`src/rtl/hazard_ctrl_if.sv`:
```
// Hazard controller bus: ID-stage decode info, EX-stage register info, memory wait and
// the pipeline control outputs.
// Modports:
//   master - pipeline side: drives the ID/EX status and mem_busy, observes the controls
//   slave  - hazard_ctrl side: observes the status, drives the controls
// Optional HAZARD_PERF_CNT_EN adds the stall_cycles / flush_count performance counters.
interface hazard_ctrl_if
`ifdef HAZARD_PERF_CNT_EN
  #(parameter int unsigned PERF_W = 32)
`endif
  ;
  logic [31:0] instruction_ID;
  logic        branch_ID;
  logic        branch_taken_ID;
  logic        jump_ID;
  logic        ID_EX_MemRead;
  logic        ID_EX_RegWrite;
  logic [4:0]  ID_EX_wreg;
  logic        mem_busy;
  logic        PC_write;
  logic        IF_ID_write;
  logic        IF_Flush;
  logic        ID_EX_bubble;
  logic        pipe_freeze;
  logic        timeout_err;
`ifdef HAZARD_PERF_CNT_EN
  logic [PERF_W-1:0] stall_cycles;
  logic [PERF_W-1:0] flush_count;
`endif

  modport master (
    output instruction_ID, branch_ID, branch_taken_ID, jump_ID,
    output ID_EX_MemRead, ID_EX_RegWrite, ID_EX_wreg, mem_busy,
    input  PC_write, IF_ID_write, IF_Flush, ID_EX_bubble, pipe_freeze, timeout_err
`ifdef HAZARD_PERF_CNT_EN
    , input stall_cycles, flush_count
`endif
  );

  modport slave (
    input  instruction_ID, branch_ID, branch_taken_ID, jump_ID,
    input  ID_EX_MemRead, ID_EX_RegWrite, ID_EX_wreg, mem_busy,
    output PC_write, IF_ID_write, IF_Flush, ID_EX_bubble, pipe_freeze, timeout_err
`ifdef HAZARD_PERF_CNT_EN
    , output stall_cycles, flush_count
`endif
  );
endinterface

```
`src/rtl/hazard_ctrl.sv`:
```
// Pipeline hazard controller. Produces PC_write, IF_ID_write, IF_Flush, ID_EX_bubble and
// pipe_freeze from load-use / branch-operand hazard detection in ID, a multi-cycle stall
// FSM and a data-memory wait freeze with a sticky watchdog (timeout_err).
// Ports:
//   clk   - pipeline clock, all state on rising edge
//   rst_n - asynchronous active-low reset; outputs forced to the IF/ID-clearing pattern
//   hz    - hazard_ctrl_if.slave bundle (ID/EX status in, pipeline controls out)
// Build option: define HAZARD_PERF_CNT_EN to add the stall_cycles and flush_count counters.
module hazard_ctrl #(
  parameter int unsigned TIMEOUT_CYCLES = 255,
  parameter int unsigned TO_W           = 8
`ifdef HAZARD_PERF_CNT_EN
  , parameter int unsigned PERF_W       = 32
`endif
) (
  input logic          clk,
  input logic          rst_n,
  hazard_ctrl_if.slave hz
);

  typedef enum logic [1:0] {StRun, StStall, StFreeze} state_e;

  localparam logic [TO_W-1:0] ToLimit = TO_W'(TIMEOUT_CYCLES);
  localparam logic [TO_W-1:0] ToMax   = '1;

  state_e          state_q, state_d, eff_state;
  logic [1:0]      stall_left_q, stall_left_d;
  logic [TO_W-1:0] to_cnt_q, to_cnt_d;
  logic            err_q, err_d;

  logic [4:0] rs, rt;
  logic       wreg_hit, lu, bh, hazard, need_two;
  logic       pc_write, if_id_write, if_flush, bubble, freeze;

  logic unused_instr;
  assign unused_instr = ^{hz.instruction_ID[31:26], hz.instruction_ID[15:0]};

  assign rs       = hz.instruction_ID[25:21];
  assign rt       = hz.instruction_ID[20:16];
  assign wreg_hit = (hz.ID_EX_wreg != 5'd0) &&
                    ((hz.ID_EX_wreg == rs) || (hz.ID_EX_wreg == rt));
  assign lu       = hz.ID_EX_MemRead & wreg_hit;
  assign bh       = hz.branch_ID & hz.ID_EX_RegWrite & ~hz.ID_EX_MemRead & wreg_hit;
  assign hazard   = lu | bh;
  assign need_two = lu & hz.branch_ID;

  always_comb begin
    state_d      = state_q;
    stall_left_d = stall_left_q;
    to_cnt_d     = '0;
    err_d        = err_q;
    pc_write     = 1'b1;
    if_id_write  = 1'b1;
    if_flush     = 1'b0;
    bubble       = 1'b0;
    freeze       = 1'b0;

    // Leaving FREEZE applies the resumed state's rules in the same cycle; the saved
    // return state is implied by whether a stall was still pending.
    eff_state = state_q;
    if (state_q == StFreeze) begin
      eff_state = (stall_left_q != 2'd0) ? StStall : StRun;
    end

    if (hz.mem_busy) begin
      pc_write    = 1'b0;
      if_id_write = 1'b0;
      freeze      = 1'b1;
      state_d     = StFreeze;
      to_cnt_d    = (to_cnt_q == ToMax) ? to_cnt_q : to_cnt_q + 1'b1;
      if (to_cnt_d == ToLimit) begin
        err_d = 1'b1;
      end
    end else begin
      unique case (eff_state)
        StStall: begin
          pc_write     = 1'b0;
          if_id_write  = 1'b0;
          bubble       = 1'b1;
          stall_left_d = stall_left_q - 2'd1;
          state_d      = (stall_left_d == 2'd0) ? StRun : StStall;
        end
        default: begin
          state_d = StRun;
          if (hazard) begin
            // This cycle is the first bubble; a second one is sequenced via STALL.
            pc_write    = 1'b0;
            if_id_write = 1'b0;
            bubble      = 1'b1;
            if (need_two) begin
              stall_left_d = 2'd1;
              state_d      = StStall;
            end
          end else begin
            if_flush = (hz.branch_ID & hz.branch_taken_ID) | hz.jump_ID;
          end
        end
      endcase
    end

    // Clear IF/ID if the clock keeps running while reset is held.
    if (!rst_n) begin
      pc_write    = 1'b0;
      if_id_write = 1'b1;
      if_flush    = 1'b1;
      bubble      = 1'b1;
      freeze      = 1'b0;
    end
  end

  always_ff @(posedge clk or negedge rst_n) begin
    if (!rst_n) begin
      state_q      <= StRun;
      stall_left_q <= 2'd0;
      to_cnt_q     <= '0;
      err_q        <= 1'b0;
    end else begin
      state_q      <= state_d;
      stall_left_q <= stall_left_d;
      to_cnt_q     <= to_cnt_d;
      err_q        <= err_d;
    end
  end

  assign hz.PC_write     = pc_write;
  assign hz.IF_ID_write  = if_id_write;
  assign hz.IF_Flush     = if_flush;
  assign hz.ID_EX_bubble = bubble;
  assign hz.pipe_freeze  = freeze;
  assign hz.timeout_err  = err_q;

`ifdef HAZARD_PERF_CNT_EN
  logic [PERF_W-1:0] stall_cycles_q, flush_count_q;

  always_ff @(posedge clk or negedge rst_n) begin
    if (!rst_n) begin
      stall_cycles_q <= '0;
      flush_count_q  <= '0;
    end else begin
      if (bubble | freeze) stall_cycles_q <= stall_cycles_q + 1'b1;
      if (if_flush)        flush_count_q  <= flush_count_q + 1'b1;
    end
  end

  assign hz.stall_cycles = stall_cycles_q;
  assign hz.flush_count  = flush_count_q;
`endif

endmodule

```
`src/flat_wrapper.sv`:
```
// flat-port wrapper written by rule: the top's interface ports become plain ports
module hazard_ctrl_flat 
#(
  parameter int unsigned TIMEOUT_CYCLES = 255,
  parameter int unsigned TO_W           = 8

)
  (clk, rst_n, hz_instruction_ID, hz_branch_ID, hz_branch_taken_ID, hz_jump_ID, hz_ID_EX_MemRead, hz_ID_EX_RegWrite, hz_ID_EX_wreg, hz_mem_busy, hz_PC_write, hz_IF_ID_write, hz_IF_Flush, hz_ID_EX_bubble, hz_pipe_freeze, hz_timeout_err);
  hazard_ctrl_if hz_i ();
  input logic clk;
  input logic rst_n;
  input wire logic [$bits(hz_i.instruction_ID)-1:0] hz_instruction_ID;
  input wire logic [$bits(hz_i.branch_ID)-1:0] hz_branch_ID;
  input wire logic [$bits(hz_i.branch_taken_ID)-1:0] hz_branch_taken_ID;
  input wire logic [$bits(hz_i.jump_ID)-1:0] hz_jump_ID;
  input wire logic [$bits(hz_i.ID_EX_MemRead)-1:0] hz_ID_EX_MemRead;
  input wire logic [$bits(hz_i.ID_EX_RegWrite)-1:0] hz_ID_EX_RegWrite;
  input wire logic [$bits(hz_i.ID_EX_wreg)-1:0] hz_ID_EX_wreg;
  input wire logic [$bits(hz_i.mem_busy)-1:0] hz_mem_busy;
  output wire logic [$bits(hz_i.PC_write)-1:0] hz_PC_write;
  output wire logic [$bits(hz_i.IF_ID_write)-1:0] hz_IF_ID_write;
  output wire logic [$bits(hz_i.IF_Flush)-1:0] hz_IF_Flush;
  output wire logic [$bits(hz_i.ID_EX_bubble)-1:0] hz_ID_EX_bubble;
  output wire logic [$bits(hz_i.pipe_freeze)-1:0] hz_pipe_freeze;
  output wire logic [$bits(hz_i.timeout_err)-1:0] hz_timeout_err;
  assign hz_i.instruction_ID = hz_instruction_ID;
  assign hz_i.branch_ID = hz_branch_ID;
  assign hz_i.branch_taken_ID = hz_branch_taken_ID;
  assign hz_i.jump_ID = hz_jump_ID;
  assign hz_i.ID_EX_MemRead = hz_ID_EX_MemRead;
  assign hz_i.ID_EX_RegWrite = hz_ID_EX_RegWrite;
  assign hz_i.ID_EX_wreg = hz_ID_EX_wreg;
  assign hz_i.mem_busy = hz_mem_busy;
  assign hz_PC_write = hz_i.PC_write;
  assign hz_IF_ID_write = hz_i.IF_ID_write;
  assign hz_IF_Flush = hz_i.IF_Flush;
  assign hz_ID_EX_bubble = hz_i.ID_EX_bubble;
  assign hz_pipe_freeze = hz_i.pipe_freeze;
  assign hz_timeout_err = hz_i.timeout_err;
  hazard_ctrl #(.TIMEOUT_CYCLES(TIMEOUT_CYCLES), .TO_W(TO_W)) u_core (.clk(clk), .rst_n(rst_n), .hz(hz_i));
endmodule
```
`config.mk`:
```
export PLATFORM = sky130hd
export DESIGN_NAME = hazard_ctrl_flat
export DESIGN_NICKNAME = d
export VERILOG_FILES = /design/src/rtl/hazard_ctrl_if.sv /design/src/rtl/hazard_ctrl.sv /design/src/flat_wrapper.sv
export SDC_FILE = /design/constraint.sdc
export NUM_CORES = 1
export LEC_CHECK = 0
export CAP_MARGIN = 20
export CORE_MARGIN = 2
export CORE_UTILIZATION = 35
export CTS_CLUSTER_SIZE = 24
export DETAILED_ROUTE_END_ITERATION = 6
export PLACE_DENSITY_LB_ADDON = 0.08
export SYNTH_ARGS = -nofsm -noshare
export SYNTH_HDL_FRONTEND = slang
export SYNTH_SLANG_ARGS = --single-unit
```
`constraint.sdc`:
```
create_clock -name clk -period 3.01 [get_ports clk]
set_input_delay 0.602 -clock clk [delete_from_list [all_inputs] [get_ports clk]]
set_output_delay 0.602 -clock clk [all_outputs]
set_load 0.01 [all_outputs]
```
==> results.ini <==
[power]
p_comb_frac = 0.406
swShare = 0.330
p_leak_nw = 0.608
clkPwrFrac = 0.195
powerDensity_nw_per_um2 = 401
internal-power_mw = 0.364
pwr-share-seq = 0.399
peakVddDrop_mv = 0.290
power.net_switching_mw = 0.179

[grt]
grt_pass1_wl_um = 3690
grt_overflow_total = 0
antenna_found_initial = 0
gr-usage-all-layers = 0.150
grt_start_max_net_pins = 13
grt_pass1_vias = 795

[synth]
ys.flop_type = dfrtp_1
yosysWarnings = 0
avgSynthCellArea_um2 = 9.38
syn_area_um2 = 928
synth_seq_area_share = 0.350
synth_fp_nets = 147
synthCells = 99
yosys_register_bits = 13
async_flop_share = 1.00
synth_cell_types = 34
synth-edff-count = 0

[critical_path]
start_kind = primary input
end_kind = primary output
required_ns = 2.41
critical_path_class = in2out
crit_fanout = 3
arrival_ns = 2.30

[clock_network]
path_clk_slew_ns = 0.08
clockBufferDepth = 2
clkSinkCount = 13
cts_root_buf = clkbuf_4
worstSkewPairLatency_ns = 0.27
h-tree-depth = 1
cts_buffers = 3
tritoncts = built

[placed_design]
placed_area_um2 = 1290
routabilityCongestion = 0.745
hpwl_um = 1760
io_buffers = 28
pre_cts_slack_ns = -0.286

[min_path]
hp-class = reg2reg

[timing]
whs_ns = 0.487
fin_tns_setup_ns = 0
setup_slack_ns = 0.105
setup_violations = 0
clock.fmax_mhz = 344
finalCritPeriodShare = 0.965
clock_skew_ns = 0.000490
final-hold-violation-count = 0
relSlewSlack = 0.667
finalWorstPathRequiredPeriod_ns = 2.90
rsz0062_at_grt = no
report.final.slew_viol_count = 0
tightest_slew_ns = 0.485

[floorplan]
rows = 18
die-area_um2 = 3080
ios = 51
die_x_um = 55.5
start_util = 0.371
core-area_um2 = 2500
die_h_um = 55.5

[layout]
final_area_um2 = 1360
antenna_cells = 0
postLayoutCoreUtil = 0.543
seqCellArea_um2 = 325
drive_above_1_share = 0.201
area_growth_pct = 46.1
final_nets = 188
multi_input_area_um2 = 601
nFillCells = 244

[drt]
wl_per_cell_um = 13.2
vias_per_cell = 5.33
wl_um = 2230
firstDrtPassIters = 4
vias = 900
drcViolationCount = 0
antenna_left = 0
drt-initial-drc-count = 14

[flow_run]
drv_cap = 0

[run_status]
status = finished, final reports clean

cell families (layout without fill, tap and decap cells):
group,Yosys count,count (layout),share of synthesized area
simple gates,34,34,0.213
fa+ha+maj,3,3,0.0404
buf+inv,6,46,0.0296
compound gates,28,28,0.217
flops,13,13,0.350
xor+xnor,11,11,0.104
mux,4,4,0.0458
registers in the layout, summed over array words and instances (netlist names):
| signal | count |
|---|---|
| u_core.state_q | 2 |
| u_core.stall_left_q | 2 |
| u_core.hz.timeout_err | 1 |
| u_core.to_cnt_q | 8 |
final cells by class:
cell class,count,share of cell area
well taps,30,0.0277
clock buffers,4,0.0194
repair buffers,38,0.259
inverters,4,0.0111
multi-input cells,80,0.443
flip-flops and latches,13,0.240
critical path, cell delays in order:
cell and delay [ns]:
clkdlybuf4s50_1 0.57, xor2_1 0.21, nor3_2 0.08, a22oi_2 0.21, o31ai_4 0.11, buf_4 0.17
o31ai_2 0.20, buf_2 0.16
synthesized netlist by cell type, drive strengths merged, types with 2 or more instances:
library cell   n  area (µm²)
inv            4        15.0
nand2          3        11.3
or3            2        12.5
and3           5        31.3
and2           2        12.5
nand3          2        10.0
mux2           2        22.5
a31oi          5        31.3
o21ai          8        40.0
dfrtp         13         325
a21oi          5        25.0
nor2           9        41.3
xor2          11        96.3
mux2i          2        20.0
o31ai          4        48.8
ha             3        37.5
nor3           5        25.0
placed cells by master (no fill, tap or decap), drive strengths merged, types with 2 or more instances in the layout:
master,count
a21oi,5
xor2,11
or3,2
clkbuf,6
buf,11
nand3,2
mux2,2
ha,3
clkdlybuf4s50,22
dlymetal6s2s,3
dfrtp,13
nand2,3
and2,2
inv,4
o21ai,8
mux2i,2
o31ai,4
nor3,5
nor2,9
and3,5
a31oi,5
per-layer routing:
metal | vias up | track usage | share of wire
met2 | 32 | 0.207 | 0.43
li1 | 442 | - | -
met3 | 2 | 0.0492 | 0.071
met4 | 0 | 0.0523 | 0.012
met1 | 424 | 0.217 | 0.48
met5 | - | 0 | 0
power groups by stage:
| stage | registers [mW] | clock network (mW) | logic [mW] |
|---|---|---|---|
| after CTS | 0.217 | 0.113 | 0.213 |
| after detailed placement | 0.221 | 0 | 0.215 |
| after floorplan | 0.215 | 0 | 0.128 |
| after global placement | 0.219 | 0 | 0.210 |
| after global routing | 0.222 | 0.120 | 0.250 |
| final | 0.217 | 0.106 | 0.221 |
worst paths after layout:
| kind | start | to | slack [ns] | depth (start not counted) |
|---|---|---|---|---|
| min reg2reg | u_core.hz.timeout_err$_DFFE_PN0P_ | u_core.hz.timeout_err$_DFFE_PN0P_ | 0.49 | 1 |
| max in group asynchronous | rst_n | u_core.to_cnt_q[5]$_DFF_PN0_ | 2.08 | 2 |
| max reg2reg | u_core.to_cnt_q[0]$_DFF_PN0_ | u_core.hz.timeout_err$_DFFE_PN0P_ | 1.30 | 5 |
| max | hz_ID_EX_wreg[1] | hz_IF_Flush | 0.11 | 8 |
| min in group asynchronous | rst_n | u_core.stall_left_q[0]$_DFFE_PN0P_ | 0.56 | 1 |
| min | u_core.hz.timeout_err$_DFFE_PN0P_ | u_core.hz.timeout_err$_DFFE_PN0P_ | 0.49 | 1 |
through the flow:
| step | power [mW] | instances |
|---|---|---|
| floorplan | 0.342 | 99 |
| global placement | 0.428 | 163 |
| detailed placement | 0.436 | 163 |
| CTS | 0.542 | 167 |
| global route | 0.592 | 169 |
| finish | 0.544 | 169 |
timing repair:
item / CTS / global route
setup buffers: 0 / 2
hold buffers: 0 / 0
endpoints found under the setup margin: 4 / 4
pin swaps: 0 / 4
resized for setup: 4 / 16
gates cloned: 0 / 0
Power figures use the tool's default switching activity.
